## src/rtl/stopwatch_bcd_counter_if.sv

```systemverilog
// Control pulses from the button front end and the BCD digit/status bundle
// going to the display multiplexer.
interface stopwatch_bcd_counter_if;
  logic       start_stop;
  logic       clear;
  logic       lap;
  logic [3:0] bit0, bit1, bit2, bit3, bit4, bit5, bit6, bit7;
  logic       running;
  logic       ovf;
  logic       lap_active;

  modport master (
    output start_stop, clear, lap,
    input  bit0, bit1, bit2, bit3, bit4, bit5, bit6, bit7, running, ovf, lap_active
  );

  modport slave (
    input  start_stop, clear, lap,
    output bit0, bit1, bit2, bit3, bit4, bit5, bit6, bit7, running, ovf, lap_active
  );
endinterface

```

## src/rtl/stopwatch_bcd_counter.sv

```systemverilog
// Stopwatch timebase + 8-digit BCD HH:MM:SS.cc counter with sticky overflow.
// Optional lap hold (frozen display while counting continues) under macro LAP_HOLD_EN.
module stopwatch_bcd_counter #(
  parameter int CLK_HZ  = 100_000_000,
  parameter int TICK_HZ = 100
) (
  input  logic                    clk,
  input  logic                    reset,
  stopwatch_bcd_counter_if.slave  sw
);
  localparam int DIV = CLK_HZ / TICK_HZ;
  localparam int PW  = $clog2(DIV);
  // Digits 3 and 5 (tens of seconds/minutes) wrap at 5, all others at 9.
  localparam logic [7:0] SIX_MASK = 8'b0010_1000;

  typedef enum logic [1:0] {IDLE, RUNNING, PAUSED} state_e;

  state_e               state_q, state_d;
  logic [PW-1:0]        presc_q, presc_d;
  logic [7:0][3:0]      live_q, live_d;
  logic                 ovf_q, ovf_d;
  logic                 running_q;
  logic                 tick, carry;
  logic [7:0][3:0]      disp;
  logic                 lap_act;

  always_comb begin
    tick   = (state_q == RUNNING) && (presc_q == PW'(DIV - 1));
    carry  = tick;
    live_d = live_q;
    for (int i = 0; i < 8; i++) begin
      if (carry) begin
        if (live_q[i] >= (SIX_MASK[i] ? 4'd5 : 4'd9)) begin
          live_d[i] = 4'd0;
        end else begin
          live_d[i] = live_q[i] + 4'd1;
          carry     = 1'b0;
        end
      end
    end
    // Carry out of the hours-tens digit means 99:59:59.99 rolled to zero.
    ovf_d   = ovf_q | carry;
    presc_d = presc_q;
    if (state_q == RUNNING) presc_d = tick ? '0 : presc_q + 1'b1;
    state_d = state_q;
    if (sw.start_stop) state_d = (state_q == RUNNING) ? PAUSED : RUNNING;
  end

  always_ff @(posedge clk) begin
    if (reset || sw.clear) begin
      state_q   <= IDLE;
      presc_q   <= '0;
      live_q    <= '0;
      ovf_q     <= 1'b0;
      running_q <= 1'b0;
    end else begin
      state_q   <= state_d;
      presc_q   <= presc_d;
      live_q    <= live_d;
      ovf_q     <= ovf_d;
      running_q <= (state_d == RUNNING);
    end
  end

`ifdef LAP_HOLD_EN
  logic [7:0][3:0] disp_q, disp_d;
  logic            lap_q, lap_d;

  always_comb begin
    lap_d = lap_q;
    if (sw.lap && !sw.start_stop) begin
      if (lap_q)                     lap_d = 1'b0;
      else if (state_q == RUNNING)   lap_d = 1'b1;
    end
    // Hold only while the freeze persists; capture and release both load the live value.
    disp_d = (lap_q && lap_d) ? disp_q : live_d;
  end

  always_ff @(posedge clk) begin
    if (reset || sw.clear) begin
      lap_q  <= 1'b0;
      disp_q <= '0;
    end else begin
      lap_q  <= lap_d;
      disp_q <= disp_d;
    end
  end

  assign disp    = disp_q;
  assign lap_act = lap_q;
`else
  logic unused_lap;
  assign unused_lap = sw.lap;
  assign disp       = live_q;
  assign lap_act    = 1'b0;
`endif

  assign sw.bit0       = disp[0];
  assign sw.bit1       = disp[1];
  assign sw.bit2       = disp[2];
  assign sw.bit3       = disp[3];
  assign sw.bit4       = disp[4];
  assign sw.bit5       = disp[5];
  assign sw.bit6       = disp[6];
  assign sw.bit7       = disp[7];
  assign sw.running    = running_q;
  assign sw.ovf        = ovf_q;
  assign sw.lap_active = lap_act;
endmodule
```

## src/flat_wrapper.sv

```systemverilog
// flat-port wrapper written by rule: the top's interface ports become plain ports
module stopwatch_bcd_counter_flat 
#(
  parameter int CLK_HZ  = 100_000_000,
  parameter int TICK_HZ = 100
)
  (clk, reset, sw_start_stop, sw_clear, sw_lap, sw_bit0, sw_bit1, sw_bit2, sw_bit3, sw_bit4, sw_bit5, sw_bit6, sw_bit7, sw_running, sw_ovf, sw_lap_active);
  stopwatch_bcd_counter_if sw_i ();
  input  logic clk;
  input  logic reset;
  input wire logic [$bits(sw_i.start_stop)-1:0] sw_start_stop;
  input wire logic [$bits(sw_i.clear)-1:0] sw_clear;
  input wire logic [$bits(sw_i.lap)-1:0] sw_lap;
  output wire logic [$bits(sw_i.bit0)-1:0] sw_bit0;
  output wire logic [$bits(sw_i.bit1)-1:0] sw_bit1;
  output wire logic [$bits(sw_i.bit2)-1:0] sw_bit2;
  output wire logic [$bits(sw_i.bit3)-1:0] sw_bit3;
  output wire logic [$bits(sw_i.bit4)-1:0] sw_bit4;
  output wire logic [$bits(sw_i.bit5)-1:0] sw_bit5;
  output wire logic [$bits(sw_i.bit6)-1:0] sw_bit6;
  output wire logic [$bits(sw_i.bit7)-1:0] sw_bit7;
  output wire logic [$bits(sw_i.running)-1:0] sw_running;
  output wire logic [$bits(sw_i.ovf)-1:0] sw_ovf;
  output wire logic [$bits(sw_i.lap_active)-1:0] sw_lap_active;
  assign sw_i.start_stop = sw_start_stop;
  assign sw_i.clear = sw_clear;
  assign sw_i.lap = sw_lap;
  assign sw_bit0 = sw_i.bit0;
  assign sw_bit1 = sw_i.bit1;
  assign sw_bit2 = sw_i.bit2;
  assign sw_bit3 = sw_i.bit3;
  assign sw_bit4 = sw_i.bit4;
  assign sw_bit5 = sw_i.bit5;
  assign sw_bit6 = sw_i.bit6;
  assign sw_bit7 = sw_i.bit7;
  assign sw_running = sw_i.running;
  assign sw_ovf = sw_i.ovf;
  assign sw_lap_active = sw_i.lap_active;
  stopwatch_bcd_counter #(.CLK_HZ(CLK_HZ), .TICK_HZ(TICK_HZ)) u_core (.clk(clk), .reset(reset), .sw(sw_i));
endmodule
```

## config.mk

```make
export PLATFORM = sky130hd
export DESIGN_NAME = stopwatch_bcd_counter_flat
export DESIGN_NICKNAME = d
export VERILOG_FILES = /design/src/rtl/stopwatch_bcd_counter_if.sv /design/src/rtl/stopwatch_bcd_counter.sv /design/src/flat_wrapper.sv
export SDC_FILE = /design/constraint.sdc
export NUM_CORES = 1
export LEC_CHECK = 0
export CAP_MARGIN = 0
export CORE_MARGIN = 8
export CORE_UTILIZATION = 54
export DETAILED_ROUTE_END_ITERATION = 16
export PLACE_DENSITY_LB_ADDON = 0.25
export SETUP_SLACK_MARGIN = 0.3
export SLEW_MARGIN = 20
export SYNTH_ARGS = -nofsm -noshare
export SYNTH_HDL_FRONTEND = slang
export SYNTH_SLANG_ARGS = --single-unit
```

## constraint.sdc

```tcl
create_clock -name clk -period 2.53 [get_ports clk]
set_input_delay 0.3795 -clock clk [delete_from_list [all_inputs] [get_ports clk]]
set_output_delay 0.3795 -clock clk [all_outputs]
set_load 0.005 [all_outputs]
```

# Yosys cells after proc, flatten, opt, wreduce, memory -nomap -nowiden
# Cells that the tools add are included.
[totals]
rom_bits = 0
elab_cells = 62
ram_bits = 0
n_memories = 0
regBits = 56
latchBits = 0
input_bits = 5
[op_classes]
add_sub_neg = 9
n_reduce_logical = 2
shifts = 0
eq_ne = 3
multipliers = 0
order_cmp = 8
bitwise_logic = 1
div_mod_pow = 0
n_mux = 27
[ops]
columns = ["cell", "n"]
rows = [
  ["$add 4x1->4 const B", 8],
  ["$mux 4", 8],
  ["$ge 4x4->1 const B", 6],
  ["$add 20x1->20 const B", 1],
  ["$eq 20x20->1 const B", 1],
  ["$mux 20", 1],
  ["$mux 1", 16],
  ["$ge 4x3->1 const B", 2],
  ["$eq 2x1->1 const B", 2],
  ["$mux 2", 2],
  ["$logic_and 1x1->1", 1],
  ["$logic_or 1x1->1", 1],
  ["$or 1x1->1", 1],
]

# Depth between registers and ports, before layout
[logic_depth]
ltp_word = 11
depth_mapped = 9
ltp_nobuf = 8

# Worst setup path before layout
# Ideal clock, no wire load.
[synth_path]
path_type = "register to register"
start = "reg u_core.live_q, in the netlist u_core.sw.bit0[0]"
end = "reg u_core.live_q, in the netlist u_core.sw.bit3[2]"
arrival_time_ns = 2.283
n_path_buf = 0
period_less_slack_ns = 2.354
path_slack_ns = 0.176
setup_time_ns = 0.070
required_time_ns = 2.460
stages_incl_launch_ff = 9
cell_sequence = "dfxtp_1 -> inv_1 -> ha_1 -> or3b_2 -> nand4_1 -> or2_2 -> or2_1 -> or4b_1 -> a21oi_1"
[synth_between]
elab_chain_cells = 5
[synth_rtl]
columns = ["item", "line_no", "source"]
rows = [
  ["start: declaration", "stopwatch_bcd_counter.sv:20", "logic [7:0][3:0] live_q, live_d;"],
  ["start signal: assignment", "stopwatch_bcd_counter.sv:59", "live_q <= live_d;"],
  ["$ge 4x4->1", "stopwatch_bcd_counter.sv:33", "if (live_q[i] >= (SIX_MASK[i] ? 4'd5 : 4'd9)) begin"],
  ["$mux 1", "stopwatch_bcd_counter.sv:33", ""],
  ["$mux 1 (3 in series)", "stopwatch_bcd_counter.sv:32", "if (carry) begin"],
]
# No other way between the ends.
# A chain may end at the register's enable or synchronous reset.

# Worst setup path after layout
# Same ends and word-level chain as after synthesis.

==> out/summary.log <==
[logic_synthesis] share of the yosys chip area belonging to registers 0.3891
[min_path] hold worst-path end u_core.sw.ovf
[floorplanning] floorplan core area 5140 sq um
[power] cell area power density 390.4 nW/um^2
[route] routed wire length 6211 um
[final_layout] share of final-layout standard cells stronger than drive strength 1 0.1462
[timing] maximum clock frequency 0.4519 GHz
[floorplanning] height of the die 89.05 um
[timing] Final Setup Violations 0
[logic_synthesis] post-synthesis cell type with the largest combined area sky130_fd_sc_hd__dfxtp_1
[timing] Worst Slack Setup Final 0.3169 ns
[worst_setup_path] highest fanout seen on the critical path 5
[route] average via count per standard cell 5.409
[worst_setup_path] kind of critical path register to register
[global_routing] wire length of the first global-routing pass 10580 um
[worst_setup_path] dominant cell type by count on the critical path sky130_fd_sc_hd__or2_4
[logic_synthesis] synthesis-stage register bit count 56
[clock_network] number of buffers inserted by hold repair at cts 0
[timing] skew final 0.003017 ns
[worst_setup_path] Buf+Inv Stages, Crit Path 1
[worst_setup_path] Critical Path Source Type register
[placement] IO buf count 37
[logic_synthesis] share of the synthesized area in the top cell type 0.3891
[clock_network] TritonCTS clock tree built
[worst_setup_path] peak per-stage delay on the critical path 0.49 ns
[timing] final-report hold violation count 0
[final_layout] leading cell type in the layout, fill and taps excluded sky130_fd_sc_hd__dfxtp_1
[global_routing] Overflow after GRT 0
[route] count of TritonRoute iterations in the first routing pass 4
[logic_synthesis] most area-consuming cells after synthesis sky130_fd_sc_hd__dfxtp_1, sky130_fd_sc_hd__ha_1, sky130_fd_sc_hd__nor2_1, sky130_fd_sc_hd__a21oi_1, sky130_fd_sc_hd__xor2_1
[timing] final slew viol count 0
[worst_setup_path] Worst setup EP type register
[worst_setup_path] Worst Reg-to-Reg Cells 8
[timing] final setup TNS 0 ns
[worst_setup_path] Crit path arrival time 2.46 ns
[floorplanning] boundary pin count 40
[worst_setup_path] Critical R2R Capture u_core.sw.bit3[2]
[floorplanning] Initial Util 0.5606
[floorplanning] Die Footprint 7930 sq um
[route] Routed Antenna Nets 0
[job] MaxCap Viol Count 0
[timing] tightest slew margin relative to the limit 0.6602
[route] number of vias after detailed routing 2488
[clock_network] maximum number of buffers from clock root to sink 2
[final_layout] number of antenna diodes 0
[worst_setup_path] Critical R2R Launch u_core.sw.bit0[0]
[clock_network] worst-skew pair later-pin latency 0.30 ns
[min_path] Hold/Removal Path Class register to register
[timing] final worst hold slack 0.4701 ns
[timing] unrepaired setup endpoints after global routing true
[logic_synthesis] post-synth net total 361
[final_layout] share of the core filled with cells 0.7076
[final_layout] most frequent cells in the layout sky130_fd_sc_hd__dfxtp_1, sky130_fd_sc_hd__nor2_1, sky130_fd_sc_hd__clkdlybuf4s50_1
[timing] actual slew at the worst max-slew pin 0.5053 ns
[worst_setup_path] cell-by-cell listing of the critical path inv_2 > ha_2 > or3b_4 > nand4_1 > or2_4 > or2_4 > or4b_1 > a21oi_1
[outcome] result of the run finished, final reports clean
[floorplanning] Chip Width 89.05 um
[global_routing] initial antenna violation count 0
[placement] Post-Place Setup Slack 0.1902 ns
[worst_setup_path] R2R setup slack 0.32 ns
[route] Post-route DRC 0
[global_routing] number of global-route vias before repair 2456
[logic_synthesis] Synth Flop Type sky130_fd_sc_hd__dfxtp_1
[min_path] number of stages on the worst hold path 1
[global_routing] largest net degree at the start of global routing 20
[clock_network] TritonCTS Buffers 5
[floorplanning] Cell Rows 26
[placement] detailed placement HPWL 4485 um
[route] initial DRC count 115
[placement] gpl congestion 0.7803
[logic_synthesis] synthesized instance count 331
[timing] time the final worst path needs with I/O delays and setup 2.213 ns
[worst_setup_path] CP top delay family simple AND/OR/NAND/NOR gates
[final_layout] fin nets 419
[clock_network] number of sinks driven by the clock tree 56
[clock_network] H-tree levels 2
[clock_network] buffer type at the clock tree root sky130_fd_sc_hd__clkbuf_8
[timing] part of the cycle the worst path needs 0.8747
[logic_synthesis] post-synth design cell area 2882 sq um
[global_routing] total global-route track usage 0.1630
[logic_synthesis] number of different library cells in the post-synthesis netlist 52
[power] peak supply drop 0.2267 mV
[logic_synthesis] Async SR Flop Fraction 0
[worst_setup_path] Crit path depth 8
[logic_synthesis] number of synthesized flops with an enable pin 0
[worst_setup_path] CP max stage cell sky130_fd_sc_hd__or4b_1
[route] average routed wire per standard cell 13.50 um
[power] leakage power summed over all cells 1.343 nW
[final_layout] relative area change from synthesis to final layout 26.23%
[logic_synthesis] Post-Synthesis Mean Instance Area 8.705 sq um
[min_path] hold_sp u_core.sw.ovf
[logic_synthesis] total number of yosys warnings 0
[worst_setup_path] required time of the critical path 2.77 ns
[clock_network] Clock Pin Slew Worst Setup and Hold Paths 0.09 ns
## sequential cells by signal, summed over array words and instances (netlist names)
signal             cells
u_core.sw.bit4         4
u_core.sw.ovf          1
u_core.presc_q        20
u_core.sw.bit6         4
u_core.sw.bit5         4
u_core.sw.bit3         4
u_core.sw.bit2         4
u_core.state_q         2
u_core.sw.bit1         4
u_core.sw.running      1
u_core.sw.bit7         4
u_core.sw.bit0         4
## metal layers
layer	wire (um)	share of wire	track usage	vias up
met2	2914	0.47	0.2763	49
met5	0	0	0	-
met3	236	0.038	0.03033	2
met4	31	0.0050	0.05287	0
met1	3027	0.49	0.2023	1165
li1	-	-	-	1272
## cell type report
| cell class | instances | area (sq um) |
|---|---|---|
| clock buffers | 8 | 90.09 |
| fillers | 440 | 1503 |
| inverters | 20 | 75.07 |
| multi-input cells | 246 | 1698 |
| flip-flops and latches | 56 | 1144 |
| well taps | 70 | 87.58 |
| repair buffers | 60 | 543.0 |
## kinds of logic after synthesis
logic type	synth area share
other cells	0.001301
compound gates	0.1172
mux	0.006948
buf+inv	0.04429
fa+ha+maj	0.1086
xor+xnor	0.06383
flops	0.3891
simple gates	0.2688
## cell usage after synthesis (all sizes together) (2+ instances only)
cell and number:
nand4b 2, or3b 2, or4b 2, or3 2, or2 3, o21ai 12, a21o 2, ha 25
a32o 3, nand3 21, nor2 40, buf 3, a41oi 3, a21oi 25, nor2b 4, and2 2
mux2i 2, nand2b 2, dfxtp 56, and3 2, o31a 2, nor3 11, xor2 14, nand2 23
o31ai 3, clkbuf 6, xnor2 7, nand4 11, inv 20, nor4 2, nor3b 2, and4 5
## worst max path at each step
| stage | end | slack (ns) | startpoint |
|---|---|---|---|
| detailed placement | u_core.sw.bit6[2] | 0.19 | u_core.sw.bit0[0] |
| floorplan | u_core.sw.bit3[2] | 0.31 | u_core.sw.bit1[1] |
| global route | u_core.sw.bit3[2] | 0.20 | u_core.presc_q[8] |
| finish | u_core.sw.bit3[2] | 0.32 | u_core.sw.bit0[0] |
| CTS | u_core.sw.bit3[2] | 0.31 | u_core.sw.bit0[0] |
| global placement | u_core.sw.bit3[2] | 0.24 | u_core.presc_q[11] |
## per-stage QoR
step	instance area (sq um)	std cells	power, mW
floorplan	2890	331	0.9270
global placement	3393	442	0.9417
global route	3637	460	1.471
CTS	3557	456	1.432
detailed placement	3393	442	0.9422
finish	3637	460	1.420
## power by group
group          switching, mW  internal, mW
logic                 0.0240        0.0145
registers            0.00130         0.878
clock network          0.277         0.224
## repair_timing
action / CTS / global route
pin swaps: 3 / 9
buffers inserted: 6 / 4
endpoints found under the setup margin: 12 / 17
resized for setup: 7 / 17
Power figures use the tool's default switching activity.
